[config.mk]
export PLATFORM = sky130hd
export DESIGN_NAME = xnor_arbiter
export DESIGN_NICKNAME = d
export VERILOG_FILES = /design/src/rtl/xnor_arbiter.sv
export SDC_FILE = /design/constraint.sdc
export NUM_CORES = 1
export LEC_CHECK = 0
export BUFFER_PORTS_ARGS = -buffer_cell sky130_fd_sc_hd__buf_4
export CORE_MARGIN = 3
export CORE_UTILIZATION = 33
export DETAILED_ROUTE_END_ITERATION = 8
export PLACE_DENSITY = 0.67
export SLEW_MARGIN = 20
export SYNTH_ARGS = -nofsm -noshare
export SYNTH_HDL_FRONTEND = slang
export SYNTH_SLANG_ARGS = --single-unit
[constraint.sdc]
create_clock -name CLK -period 2.95 [get_ports CLK]
set_clock_uncertainty 0.1 [all_clocks]
set_input_delay 0.59 -clock CLK [delete_from_list [all_inputs] [get_ports CLK]]
set_output_delay 0.59 -clock CLK [all_outputs]
set_load 0.005 [all_outputs]
[src/rtl/xnor_arbiter.sv]
// xnor_arbiter: shares one WIDTH-bit XNOR (bitwise-equality) datapath among
// NREQ requesters. A round-robin arbiter grants one request per accepted cycle.
// The selected operand pair's XNOR is registered together with the winner's
// ID and an all-bits-match flag. Results are delivered over a valid/ready
// handshake.
// Optional feature: define XNOR_ARB_POPCOUNT_EN to add the RES_COUNT output,
// which carries the number of matching bits in the registered result.
module xnor_arbiter #(
  parameter  int WIDTH = 8,
  parameter  int NREQ  = 4,
  localparam int IDW   = $clog2(NREQ)
) (
  input  logic                  CLK,
  input  logic                  RST,
  input  logic [NREQ-1:0]       REQ_VALID,
  input  logic [NREQ*WIDTH-1:0] REQ_A,
  input  logic [NREQ*WIDTH-1:0] REQ_B,
  output logic [NREQ-1:0]       REQ_READY,
  output logic                  RES_VALID,
  input  logic                  RES_READY,
  output logic [IDW-1:0]        RES_ID,
  output logic [WIDTH-1:0]      RES_DATA,
  output logic                  RES_MATCH
`ifdef XNOR_ARB_POPCOUNT_EN
  ,
  output logic [$clog2(WIDTH+1)-1:0] RES_COUNT
`endif
);

  // IDLE means no result is held; HOLD means a result is being offered.
  localparam logic [0:0] S_IDLE = 1'b0;
  localparam logic [0:0] S_HOLD = 1'b1;

  logic [0:0]       r_state;
  logic [IDW-1:0]   r_ptr;
  logic [IDW-1:0]   r_id;
  logic [WIDTH-1:0] r_data;
  logic             r_match;

  logic             w_open;
  logic             w_grantValid;
  logic [NREQ-1:0]  w_grant;
  logic [IDW-1:0]   w_grantIdx;
  logic [WIDTH-1:0] w_selA;
  logic [WIDTH-1:0] w_selB;
  logic [WIDTH-1:0] w_xnor;

  // The accept window is open when nothing is held, or when the held result
  // leaves this cycle. Reset closes it so that no handshake completes.
  assign w_open = !RST && ((r_state == S_IDLE) || RES_READY);

  // Round-robin search. It starts one past the last winner and wraps, so the
  // last winner has the lowest priority on the next grant.
  always_comb begin
    w_grant      = '0;
    w_grantIdx   = '0;
    w_grantValid = 1'b0;
    if (w_open) begin
      for (int k = 1; k <= NREQ; k++) begin
        if (!w_grantValid && REQ_VALID[IDW'((int'(r_ptr) + k) % NREQ)]) begin
          w_grantValid = 1'b1;
          w_grantIdx   = IDW'((int'(r_ptr) + k) % NREQ);
        end
      end
    end
    if (w_grantValid) begin
      w_grant[w_grantIdx] = 1'b1;
    end
  end

  // A single shared comparator is fed by the winning requester's operand pair.
  assign w_selA = REQ_A[w_grantIdx*WIDTH +: WIDTH];
  assign w_selB = REQ_B[w_grantIdx*WIDTH +: WIDTH];
  assign w_xnor = ~(w_selA ^ w_selB);

  assign REQ_READY = w_grant;

  // Controller state, round-robin pointer and result registers.
  // The data fields are loaded only on an accept, so they keep their last
  // value after the handshake drains the block back to IDLE.
  always_ff @(posedge CLK) begin
    if (RST) begin
      r_state <= S_IDLE;
      r_ptr   <= IDW'(NREQ - 1);
      r_id    <= '0;
      r_data  <= '0;
      r_match <= 1'b0;
    end else if (w_grantValid) begin
      r_state <= S_HOLD;
      r_ptr   <= w_grantIdx;
      r_id    <= w_grantIdx;
      r_data  <= w_xnor;
      r_match <= &w_xnor;
    end else if ((r_state == S_HOLD) && RES_READY) begin
      r_state <= S_IDLE;
    end
  end

  assign RES_VALID = (r_state == S_HOLD);
  assign RES_ID    = r_id;
  assign RES_DATA  = r_data;
  assign RES_MATCH = r_match;

`ifdef XNOR_ARB_POPCOUNT_EN
  localparam int CW = $clog2(WIDTH + 1);

  logic [CW-1:0] r_count;
  logic [CW-1:0] w_count;

  // Counts the matching bit positions of the comparator output.
  always_comb begin
    w_count = '0;
    for (int i = 0; i < WIDTH; i++) begin
      w_count = w_count + CW'(w_xnor[i]);
    end
  end

  // The count register is loaded and held exactly like RES_DATA.
  always_ff @(posedge CLK) begin
    if (RST) begin
      r_count <= '0;
    end else if (w_grantValid) begin
      r_count <= w_count;
    end
  end

  assign RES_COUNT = r_count;
`endif

endmodule

# [Word-level counts from Yosys, hierarchy flattened]
# Cells that the tools add are included.
[totals] word_cells=63 output_inout_bits=16 in_bits=71 ff_bits=14
[op_classes] n_addsub=4 n_bitwise=3 muxes=30 order_cmp=6 shifts=2 reduce_logical=13
[ops] op="32-bit by 6-bit indexed part select with 8-bit output" n=2
[ops] op="1-bit two-way mux" n=19
[ops] op="2-bit by 4-bit less-than comparator with 1-bit output (second input constant)" n=4
[ops] op="2-bit two-way mux" n=5
[ops] op="1-bit binary-select mux with 2-bit select" n=4
[ops] op="8-bit inverter" n=1
[ops] op="8-bit AND reduction" n=1
[ops] op="8-bit bitwise XOR" n=1
[ops] op="1-bit logical AND" n=6
[ops] op="2-bit by 1-bit adder with 2-bit output (second input constant)" n=2
[ops] op="2-bit adder (second input constant)" n=2
[ops] op="1-bit logical NOT" n=4
[ops] op="4-bit two-way mux" n=1
[ops] op="2-bit by 3-bit less-than comparator with 1-bit output (second input constant)" n=1
[ops] op="1-bit demux with 2-bit select" n=1
[ops] op="2-bit by 1-bit >= comparator with 1-bit output (second input constant)" n=1
[ops] op="2-bit nonzero test" n=1
[ops] op="1-bit logical OR" n=1
[ops] op="1-bit inverter" n=1

# [Logic depth before layout (Yosys ltp)]
[logic_depth] word_depth=23 depth_mapped=9 ltp_nobuf=7

# [Least setup slack after synthesis]
# OpenSTA, ideal clock, no wires.
[synth_timing] kind="in2out" startpoint="input REQ_VALID[3]" endpoint="output REQ_READY[2]" arrival_time_ps=1804 setup_slack_ps=456 t_required_ps=2260 cell_stages=6 path_buffers=2 path_cell_list="or2_2 nor3_1 nand2b_1 clkbuf_1 clkbuf_1 nor3_1"
[synth_between] elab_chain_cells=22 word_cells_on_any_way=37 classes_between="order compare (2); mux (28); reduce/logical (7)"
[synth_lines] element="start: declaration" line="15" source="input logic [NREQ-1:0] REQ_VALID,"
[synth_lines] element="1-bit binary-select mux with 2-bit select" line="60" source="if (!w_grantValid && REQ_VALID[IDW'((int'(r_ptr) + k) % NREQ)]) begin"
[synth_lines] element="1-bit two-way mux (implied by the code) (2 in series)" line="60"
[synth_lines] element="1-bit two-way mux" line="60"
[synth_lines] element="1-bit two-way mux" line="58" source="if (w_open) begin"
[synth_lines] element="1-bit logical NOT" line="60"
[synth_lines] element="1-bit logical AND" line="60"
[synth_lines] element="1-bit two-way mux" line="60"
[synth_lines] element="1-bit two-way mux" line="58"
[synth_lines] element="[... 5 more ...]"
[synth_lines] element="1-bit logical AND" line="60"
[synth_lines] element="2-bit two-way mux" line="60"
[synth_lines] element="2-bit two-way mux" line="58"
[synth_lines] element="2-bit by 3-bit less-than comparator with 1-bit output (implied by the code) / 2-bit by 1-bit >= comparator with 1-bit output (equally long branches)" line="67" source="w_grant[w_grantIdx] = 1'b1;"
[synth_lines] element="1-bit logical AND (implied by the code)" line="67"
[synth_lines] element="1-bit two-way mux (implied by the code)" line="67"
[synth_lines] element="1-bit demux with 2-bit select" line="67"
[synth_lines] element="4-bit two-way mux *" line="66" source="if (w_grantValid) begin"
[synth_lines] element="end: declaration" line="18" source="output logic [NREQ-1:0] REQ_READY,"
# Mark *: on every way between the ends. The rest lies on a longest branch, timed or not. The select of a mux whose other input is x is not followed.

# [Final worst setup path]
[layout_timing] startpoint="input RES_READY" endpoint="output REQ_READY[0]"
[layout_between] elab_chain_cells=8 word_cells_on_any_way=10 classes_between="order compare (2); mux (5); reduce/logical (3)"
[layout_lines] element="start: declaration" line="20" source="input logic RES_READY,"
[layout_lines] element="1-bit logical OR *" line="50" source="assign w_open = !RST && ((r_state == S_IDLE) || RES_READY);"
[layout_lines] element="1-bit logical AND *" line="50"
[layout_lines] element="2-bit two-way mux" line="58"
[layout_lines] element="2-bit by 3-bit less-than comparator with 1-bit output (implied by the code) / 2-bit by 1-bit >= comparator with 1-bit output (equally long branches)" line="67"
[layout_lines] element="1-bit logical AND (implied by the code)" line="67"
[layout_lines] element="1-bit two-way mux (implied by the code)" line="67"
[layout_lines] element="1-bit demux with 2-bit select" line="67"
[layout_lines] element="4-bit two-way mux *" line="66"
# Mark *: on every way between the ends. The rest lies on a longest branch, timed or not.

==> metrics.csv <==
metric;value;unit
synth_fp_nets;221;
die_h;66.5;um
met2_length;1710;um
synth_area_leaders;dfxtp_1 23%, xnor2_1 17%, mux2i_1 8.3%;
drive_above_1_share;43.5;%
leakage;0.919;nW
holdWs;0.359;ns
ys_warn_count;0;
vdd_ir_drop_max;0.133;mV
ys_top_cells_by_count;24 x xnor2_1, 14 x dfxtp_1, 13 x nand2_1;
async_reset_ff_share;0;%
fmax;382;MHz
place.gp.congestion;0.763;
htreeDepth;1;
powerDensity;359;nW/um^2
tightest_slew;0.524;ns
grt_pass1_wl;5420;um
grt_max_degree;19;
setup_viol;0;
max_cap_viol_count;0;
synth_flop_cell;dfxtp_1;
nNetsFinal;312;
fin_crit_sh;88.7;%
status;completed;
yosysTopAreaCellShare;23.2;%
cts.clk_slew.worst_paths;0.05;ns
wl_met1;1490;um
fin_cells;285;
yosysMostFrequentCell;xnor2_1;
cts.sinks;14;
hold_viol_final;0;
top_layer;met3;
path_max_fanout;9;
syn_area;1210;um^2
holdPathStages;2;
synth-seq-cells;14;
cts_buffer_depth;2;
holdBufCountCts;0;
numPortBuffers;86;
rsz0062_at_grt;no;
min_period;2.62;ns
routed_wirelength;3420;um
antenna_cells;0;
crit_required;2.26;ns
drt-initial-drc-count;45;
placedCellCount;282;
cts_tree;built;
overflow;0;
vias_per_cell;4.69;
via_count;1337;
worstPathArrival;1.93;ns
routedWlPerCell;12.0;um
antenna_found_initial;0;
maxSlewHeadroom;64.9;%
worst_slack;0.334;ns
track_usage;15.3;%
die_area;4420;um^2
die_w;66.5;um
hpwl;2920;um
post-place-ws;0.254;ns
post_cts_buffers;0;
critPathKind;in2out;
power;0.707;mW
rows;21;
synth_edf_count;0;
grt_pass1_vias;1291;
design.core.area;3440;um^2
syn_to_final_growth;63.0;%
wl_met3;220;um
ios;87;
synth_seq_area_share;23.2;%
clkLatencyLatePin;0.24;ns
drcViolationCount;0;
post_cts_resized;0;
start_util;35.1;%
end_kind;output port;
ant_nets;0;
slew_violations;0;
postSynthCellCount;150;
dr.pass1.iters;4;
avgSynthCellArea;8.05;um^2
fin_setup_tns;0;ns
synth_top_area_cell;dfxtp_1;
cts_root_buf;clkbuf_8;
rr_worst_depth;8;
cts_made_buffers;3;
crit_path_start_kind;primary input;
hold_path.class;reg2reg;
synth.distinct_cells;34;
final timing paths:
path              slack (ns)                      to                   start
setup / recovery        0.33            REQ_READY[0]               RES_READY
setup reg to reg        0.60  RES_MATCH$_SDFFE_PP0P_   r_ptr[1]$_SDFFE_PP1P_
hold / removal          0.36  RES_ID[1]$_SDFFE_PP0P_  RES_ID[1]$_SDFFE_PP0P_
hold reg to reg         0.36  RES_ID[1]$_SDFFE_PP0P_  RES_ID[1]$_SDFFE_PP0P_
cells in the final DEF, fill, tap and decap left out, types with 3 or more instances in the layout:
cell      instances
inv_1             3
xor2_1            8
dfxtp_1          14
nand2_1          13
o211ai_1          4
nand4_1           5
nor3_1            3
a211oi_1          3
o31ai_1           4
o22ai_1           4
o21ai_0           8
a21oi_1           6
mux2i_1          10
clkbuf_8          3
buf_4            93
nand3b_1          8
nor2_1            9
xnor2_1          24
per-stage QoR:
stage,utilization [%],area [um^2]
finish,57.2,1970
global route,57.2,1970
CTS,57.2,1970
detailed placement,56.0,1930
global placement,56.0,1930
floorplan,-,1210
critical path, cell delays in order:
cell      delay [ns]
buf_4           0.07
nand2b_1        0.12
or2b_4          0.32
nor2_1          0.44
and3_2          0.28
buf_4           0.10
area by class of cell:
class / instances / area, um^2
Inverter: 3 / 11.3
Fill cell: 331 / 1470
Timing Repair Buffer: 93 / 698
Clock buffer: 3 / 41.3
Sequential cell: 14 / 280
Tap cell: 46 / 57.6
Multi-Input combinational cell: 126 / 880
logic make-up after synthesis:
family,share of synthesized area (%)
AOI/OAI and AO/OA,17.9
buffers and inverters,3.94
and+or+nand+nor,23.4
DFF,23.2
muxes,8.29
xor gates and xnor gates,23.2
layer usage:
metal | global-route usage, % | vias up
met2 | 24.9 | 52
met3 | 1.85 | 0
met1 | 21.2 | 575
met5 | 0 | -
li1 | - | 710
met4 | 3.81 | 0
state kept, by name (all words and copies together) (netlist names):
| name | count |
|---|---|
| RES_DATA | 8 |
| RES_ID | 2 |
| r_ptr | 2 |
| RES_MATCH | 1 |
| RES_VALID | 1 |
power by group:
group	leakage, nW	switching [mW]	internal, mW
logic	0.781	0.142	0.188
clock network	0.0216	0.0574	0.0898
registers	0.116	0.0157	0.215
Note: power is estimated with default switching activity, not from simulation.
